===== src/rtl/peri_arb_pkg.sv =====
// Shared types and constants for the peripheral-bus arbiter.
// The forced-completion data word is used only when PERI_ARB_TIMEOUT_EN is defined.
package peri_arb_pkg;

  typedef enum logic [1:0] {
    IDLE  = 2'd0,
    ISSUE = 2'd1,
    WAIT  = 2'd2
  } arb_state_e;

  localparam logic [31:0] PERI_TIMEOUT_RDATA = 32'hDEAD_BEEF;
  localparam int unsigned PERI_TO_CNT_W      = 16;
  localparam int unsigned PERI_ID_W_MIN      = 1;

  // Owner-id width for a given PE count; never narrower than one bit.
  function automatic int unsigned peri_id_w(input int unsigned num_pe);
    return (num_pe > 2) ? $clog2(num_pe) : PERI_ID_W_MIN;
  endfunction

endpackage


===== src/rtl/peri_rr_pick.sv =====
// Combinational rotate-priority picker: first set request at or after ptr,
// wrapping from NUM_PE-1 back to 0.
module peri_rr_pick
  import peri_arb_pkg::*;
#(
  parameter int unsigned NUM_PE = 3,
  parameter int unsigned ID_W   = peri_id_w(NUM_PE)
) (
  input  logic [NUM_PE-1:0] req,
  input  logic [ID_W-1:0]   ptr,
  output logic              valid,
  output logic [ID_W-1:0]   idx
);

  int unsigned     cand;
  logic [ID_W-1:0] cand_id;

  always_comb begin
    valid   = 1'b0;
    idx     = '0;
    cand    = 0;
    cand_id = '0;
    for (int unsigned i = 0; i < NUM_PE; i++) begin
      cand    = (32'(ptr) + i) % NUM_PE;
      cand_id = ID_W'(cand);
      if (!valid && req[cand_id]) begin
        valid = 1'b1;
        idx   = cand_id;
      end
    end
  end

endmodule


===== src/rtl/peri_arbiter.sv =====
// Round-robin arbiter sharing one peripheral bus among NUM_PE requesters.
// Define PERI_ARB_TIMEOUT_EN to force completion after TIMEOUT_CYC WAIT cycles.
module peri_arbiter
  import peri_arb_pkg::*;
#(
  parameter int unsigned NUM_PE      = 3,
  parameter int unsigned TIMEOUT_CYC = 255
) (
  input  logic                           i_clk,
  input  logic                           i_rst_n,
  input  logic [NUM_PE-1:0]              i_pe_rden,
  input  logic [NUM_PE-1:0]              i_pe_wren,
  input  logic [NUM_PE*32-1:0]           i_pe_addr,
  input  logic [NUM_PE*32-1:0]           i_pe_wdata,
  input  logic [NUM_PE*4-1:0]            i_pe_wstrb,
  output logic [NUM_PE-1:0]              o_pe_gnt,
  output logic [NUM_PE-1:0]              o_pe_ready,
  output logic [31:0]                    o_pe_rdata,
  output logic                           o_peri_rden,
  output logic                           o_peri_wren,
  output logic [31:0]                    o_peri_addr,
  output logic [31:0]                    o_peri_wdata,
  output logic [3:0]                     o_peri_wstrb,
  output logic [peri_id_w(NUM_PE)-1:0]   o_peri_pe_id,
  input  logic [31:0]                    i_peri_rdata,
  input  logic                           i_peri_ready,
  output logic                           o_timeout
);

  localparam int unsigned     ID_W    = peri_id_w(NUM_PE);
  localparam logic [ID_W-1:0] LAST_ID = ID_W'(NUM_PE - 1);

  typedef logic [PERI_TO_CNT_W-1:0] to_cnt_t;

  arb_state_e        state_q, state_d;
  logic [ID_W-1:0]   ptr_q;
  logic [ID_W-1:0]   pick_idx;
  logic              pick_valid;
  logic [NUM_PE-1:0] pend;
  logic              load;
  logic              done;
  logic              to_hit;

  logic [NUM_PE-1:0] gnt_d, ready_d;
  logic              rden_d, wren_d, to_d;
  logic [31:0]       rdata_d;

  assign pend = i_pe_rden | i_pe_wren;

  peri_rr_pick #(
    .NUM_PE (NUM_PE),
    .ID_W   (ID_W)
  ) u_pick (
    .req   (pend),
    .ptr   (ptr_q),
    .valid (pick_valid),
    .idx   (pick_idx)
  );

  assign load = (state_q == IDLE) && pick_valid;
  assign done = ((state_q == ISSUE) && i_peri_ready) ||
                ((state_q == WAIT)  && (i_peri_ready || to_hit));

`ifdef PERI_ARB_TIMEOUT_EN
  to_cnt_t to_cnt_q;

  // Cleared while issuing so it reads zero on the first WAIT cycle.
  always_ff @(posedge i_clk) begin
    if (!i_rst_n) begin
      to_cnt_q <= '0;
    end else if (state_q == ISSUE) begin
      to_cnt_q <= '0;
    end else if ((state_q == WAIT) && !done) begin
      to_cnt_q <= to_cnt_q + 1'b1;
    end
  end

  assign to_hit = (state_q == WAIT) && (to_cnt_q == to_cnt_t'(TIMEOUT_CYC - 1));
`else
  logic unused_timeout_cfg;

  assign unused_timeout_cfg = ^to_cnt_t'(TIMEOUT_CYC);
  assign to_hit             = 1'b0;
`endif

  always_ff @(posedge i_clk) begin
    if (!i_rst_n) begin
      state_q <= IDLE;
    end else begin
      state_q <= state_d;
    end
  end

  always_comb begin
    state_d = state_q;
    unique case (state_q)
      IDLE:    if (pick_valid) state_d = ISSUE;
      ISSUE:   state_d = i_peri_ready ? IDLE : WAIT;
      WAIT:    if (done) state_d = IDLE;
      default: state_d = IDLE;
    endcase
  end

  // Next values of the registered outputs; a ready wins over a same-cycle timeout.
  always_comb begin
    gnt_d   = '0;
    ready_d = '0;
    rden_d  = 1'b0;
    wren_d  = 1'b0;
    to_d    = 1'b0;
    rdata_d = '0;
    if (load) begin
      gnt_d[pick_idx] = 1'b1;
      wren_d          = i_pe_wren[pick_idx];
      rden_d          = !i_pe_wren[pick_idx];
    end
    if (done) begin
      ready_d[o_peri_pe_id] = 1'b1;
      if (i_peri_ready) begin
        rdata_d = i_peri_rdata;
      end else begin
        rdata_d = PERI_TIMEOUT_RDATA;
        to_d    = 1'b1;
      end
    end
  end

  always_ff @(posedge i_clk) begin
    if (!i_rst_n) begin
      ptr_q <= '0;
    end else if (load) begin
      ptr_q <= (pick_idx == LAST_ID) ? '0 : pick_idx + 1'b1;
    end
  end

  always_ff @(posedge i_clk) begin
    if (!i_rst_n) begin
      o_pe_gnt     <= '0;
      o_pe_ready   <= '0;
      o_pe_rdata   <= '0;
      o_peri_rden  <= 1'b0;
      o_peri_wren  <= 1'b0;
      o_peri_addr  <= '0;
      o_peri_wdata <= '0;
      o_peri_wstrb <= '0;
      o_peri_pe_id <= '0;
      o_timeout    <= 1'b0;
    end else begin
      o_pe_gnt    <= gnt_d;
      o_pe_ready  <= ready_d;
      o_pe_rdata  <= rdata_d;
      o_peri_rden <= rden_d;
      o_peri_wren <= wren_d;
      o_timeout   <= to_d;
      if (load) begin
        o_peri_addr  <= i_pe_addr[32*pick_idx +: 32];
        o_peri_wdata <= i_pe_wdata[32*pick_idx +: 32];
        o_peri_wstrb <= i_pe_wstrb[4*pick_idx +: 4];
        o_peri_pe_id <= pick_idx;
      end
    end
  end

endmodule

===== config.mk =====
export PLATFORM = sky130hd
export DESIGN_NAME = peri_arbiter
export DESIGN_NICKNAME = d
export VERILOG_FILES = /design/src/rtl/peri_arb_pkg.sv /design/src/rtl/peri_rr_pick.sv /design/src/rtl/peri_arbiter.sv
export SDC_FILE = /design/constraint.sdc
export NUM_CORES = 1
export LEC_CHECK = 0
export ABC_AREA = 1
export CORE_AREA = 2 2 139 141
export DETAILED_ROUTE_END_ITERATION = 16
export DIE_AREA = 0 0 141 143
export DONT_BUFFER_PORTS = 1
export PLACE_DENSITY = 0.44
export SETUP_SLACK_MARGIN = 0.2
export SLEW_MARGIN = 20
export SYNTH_ARGS = -nofsm -noshare
export SYNTH_HDL_FRONTEND = slang
export SYNTH_SLANG_ARGS = --single-unit

===== constraint.sdc =====
create_clock -name i_clk -period 3.75 [get_ports i_clk]
set_clock_uncertainty 0.1 [all_clocks]
set_input_delay 0.75 -clock i_clk [delete_from_list [all_inputs] [get_ports i_clk]]
set_output_delay 0.75 -clock i_clk [all_outputs]
set_load 0.01 [all_outputs]

==> flow_summary_export.csv <==
group,metric,value,unit
final_layout,drive_gt1_frac,0.0661,
grt,first_global_vias,5332,
floorplan,num_rows,50,
drt,drt-pass1-iter-count,4,
drt,routedWlPerCell,16.6,µm
sta,setup_tns,0,ns
placement,globalplace.congestion,0.744,
grt,track_usage,0.187,
clock_tree,cts_max_path_buffers,2,
worst_setup_path,cp.arrival,2.95,ns
drt,drt_iter0_drc,260,
placement,dp.cells,1141,
outcome,status,"complete, no violations",
sta,relSlewSlack,0.457,
clock_tree,numCtsBuffers,17,
grt,antenna_found_initial,2,
drt,drc,0,
yosys,synth-seq-cells,115,
yosys,synthCells,950,
sta,worstMarginPinSlew,0.814,ns
sta,max_freq,370,MHz
worst_setup_path,cp.required,4.00,ns
sta,finalHoldViolations,0,
floorplan,die_x,141,µm
final_layout,num-nets-final,1174,
final_layout,final_util,0.359,
sta,post-route-period-util,0.720,
clock_tree,htreeDepth,4,
placement,portBuffers,0,
clock_tree,ctsHoldBuffers,0,
hold_path,hold_class,"input pin to flop",
sta,period_needed,2.70,ns
yosys,yosys_warnings,0,
grt,overflow,0,
clock_tree,post_cts_buffers,0,
yosys,ys_seq_area_frac,0.383,
yosys,synth_area,6020,µm²
worst_setup_path,cp-end-kind,"flop",
drt,drt_wl_total,19500,µm
power,power_density,918,nW/µm²
worst_setup_path,startpoint_type,"flop",
sta,rsz0062_at_grt,"false",
final_layout,antenna_cells,0,
floorplan,ioPinCount,356,
floorplan,fp.dieArea,20200,µm²
power,p_leak,3.46,nW
grt,grt_max_degree,55,
floorplan,initial_core_util,0.324,
run,maxCapViolations,0,
grt,grt_pass1_wl,29100,µm
worst_setup_path,path_max_fanout,36,
floorplan,die_h,143,µm
clock_tree,path_clk_slew,0.06,ns
final_layout,syn2layout_area_growth,10.7,%
clock_tree,clockRootBuffer,"clkbuf_16",
yosys,syn_area_per_cell,6.34,µm²
clock_tree,worstSkewPairLatency,0.41,ns
yosys,synth_nets,1198,
final_layout,fill_cells,2086,
clock_tree,cts_tree,"yes",
worst_setup_path,crit_type,"flop to flop",
floorplan,core_area,18600,µm²
final_layout,stdcell_count,1172,
drt,ant_nets,0,
sta,slew_viol_final,0,
yosys,ys_types,30,
placement,hpwlAfterDp,13700,µm
clock_tree,cts_resized,0,
drt,num_vias,5637,
clock_tree,clkSinkCount,115,
power,ir_drop,0.382,mV
sta,setup_viol,0,
drt,vias_per_cell,4.81,
worst max-delay path: stages, from the launching register on:
cell and delay (ns):
dfxtp_1 0.35, inv_1 0.07, ha_1 0.35, inv_2 0.07, nand2_1 0.06, nand2_1 0.04, nand2_1 0.08, nand2_2 0.13
nand4_2 0.12, nand2_4 0.06, buf_4 0.26, nor2_4 0.18, nand2_4 0.10, inv_4 0.35, nand3_1 0.16, nand2_1 0.08
cell usage after synthesis, drive strengths merged:
| library cell | count | area, µm² |
|---|---|---|
| conb | 1 | 3.75 |
| ha | 3 | 37.5 |
| nor3 | 5 | 30.0 |
| nand3 | 110 | 556 |
| nor2 | 124 | 490 |
| o21ai | 38 | 190 |
| o21bai | 1 | 7.51 |
| dfxtp | 115 | 2300 |
| nand2 | 245 | 950 |
| nand4 | 4 | 37.5 |
| a21oi | 64 | 320 |
| buf | 37 | 231 |
| clkbuf | 17 | 66.3 |
| or2 | 37 | 231 |
| inv | 149 | 564 |
cell families (layout without fill, tap and decap cells):
| kind of cell | count (synthesis) | count (layout) | share of synthesized area |
|---|---|---|---|
| simple gates | 525 | 525 | 0.381 |
| buf+inv | 203 | 191 | 0.143 |
| flops | 115 | 115 | 0.383 |
| compound gates | 103 | 103 | 0.0861 |
| fa+ha+maj | 3 | 3 | 0.00624 |
| other cells | 1 | 1 | 0.000623 |
sequential cells by signal, summed over array words and instances, names as in the netlist:
name and flops:
o_pe_rdata 32, o_peri_addr 32, o_peri_wdata 32, o_peri_wstrb 4, o_pe_gnt 3, o_pe_ready 3
o_peri_pe_id 2, ptr_q 2, state_q 2, o_peri_rden 1, o_peri_wren 1, o_timeout 1
metal layers:
layer	vias to the layer above	global-route usage	routed length [µm]
li1	2854	-	-
met1	2515	0.214	7920
met2	241	0.320	9570
met3	23	0.0718	1670
met4	4	0.0616	278
met5	-	0	23
worst paths after layout:
| kind | startpoint | to | slack, ns | cells after the start |
|---|---|---|---|---|
| setup / recovery | ptr_q[0] | o_peri_addr[10] | 1.05 | 15 |
| hold / removal | i_peri_ready | state_q[1] | 0.30 | 1 |
| setup reg to reg | ptr_q[0] | o_peri_addr[10] | 1.05 | 15 |
| hold reg to reg | ptr_q[0] | ptr_q[0] | 0.42 | 2 |
layout by cell type (no fill, tap or decap), types with 3 or more instances in the layout:
cell type	n
a21oi_1	64
buf_12	3
clkbuf_16	17
or2_0	36
nand2_4	3
inv_2	4
nor3_1	4
o21ai_0	36
ha_1	3
nand3_1	109
dfxtp_1	115
inv_1	143
nand2_2	4
nor2_4	3
clkinv_2	4
clkinvlp_4	4
nand2_1	238
buf_4	8
nor2_1	120
final cells by class:
| type | count | area (µm²) | area share |
|---|---|---|---|
| timing repair buffer | 11 | 120 | 0.0180 |
| inverter | 149 | 564 | 0.0847 |
| multi-input combinational | 632 | 2860 | 0.429 |
| sequential | 115 | 2300 | 0.345 |
| tap | 234 | 293 | 0.0439 |
| clock buffer | 19 | 443 | 0.0665 |
| clock inverter | 12 | 85.1 | 0.0128 |
where the power goes:
part | switching [W] | internal (W)
Sequential | 0.000460 | 0.00162
Combinational | 0.00173 | 0.000836
Clock | 0.000620 | 0.000858
through the flow:
| step | setup slack [ns] | hold slack [ns] | instance area (µm²) | total power, W |
|---|---|---|---|---|
| floorplan | 1.59 | 0.381 | 6020 | 0.00409 |
| global placement | 1.01 | 0.423 | 6140 | 0.00469 |
| detailed placement | 0.976 | 0.417 | 6140 | 0.00469 |
| CTS | 1.03 | 0.281 | 6660 | 0.00620 |
| global route | 0.792 | 0.280 | 6660 | 0.00666 |
| finish | 1.05 | 0.303 | 6660 | 0.00612 |
Power figures use the tool's default switching activity.
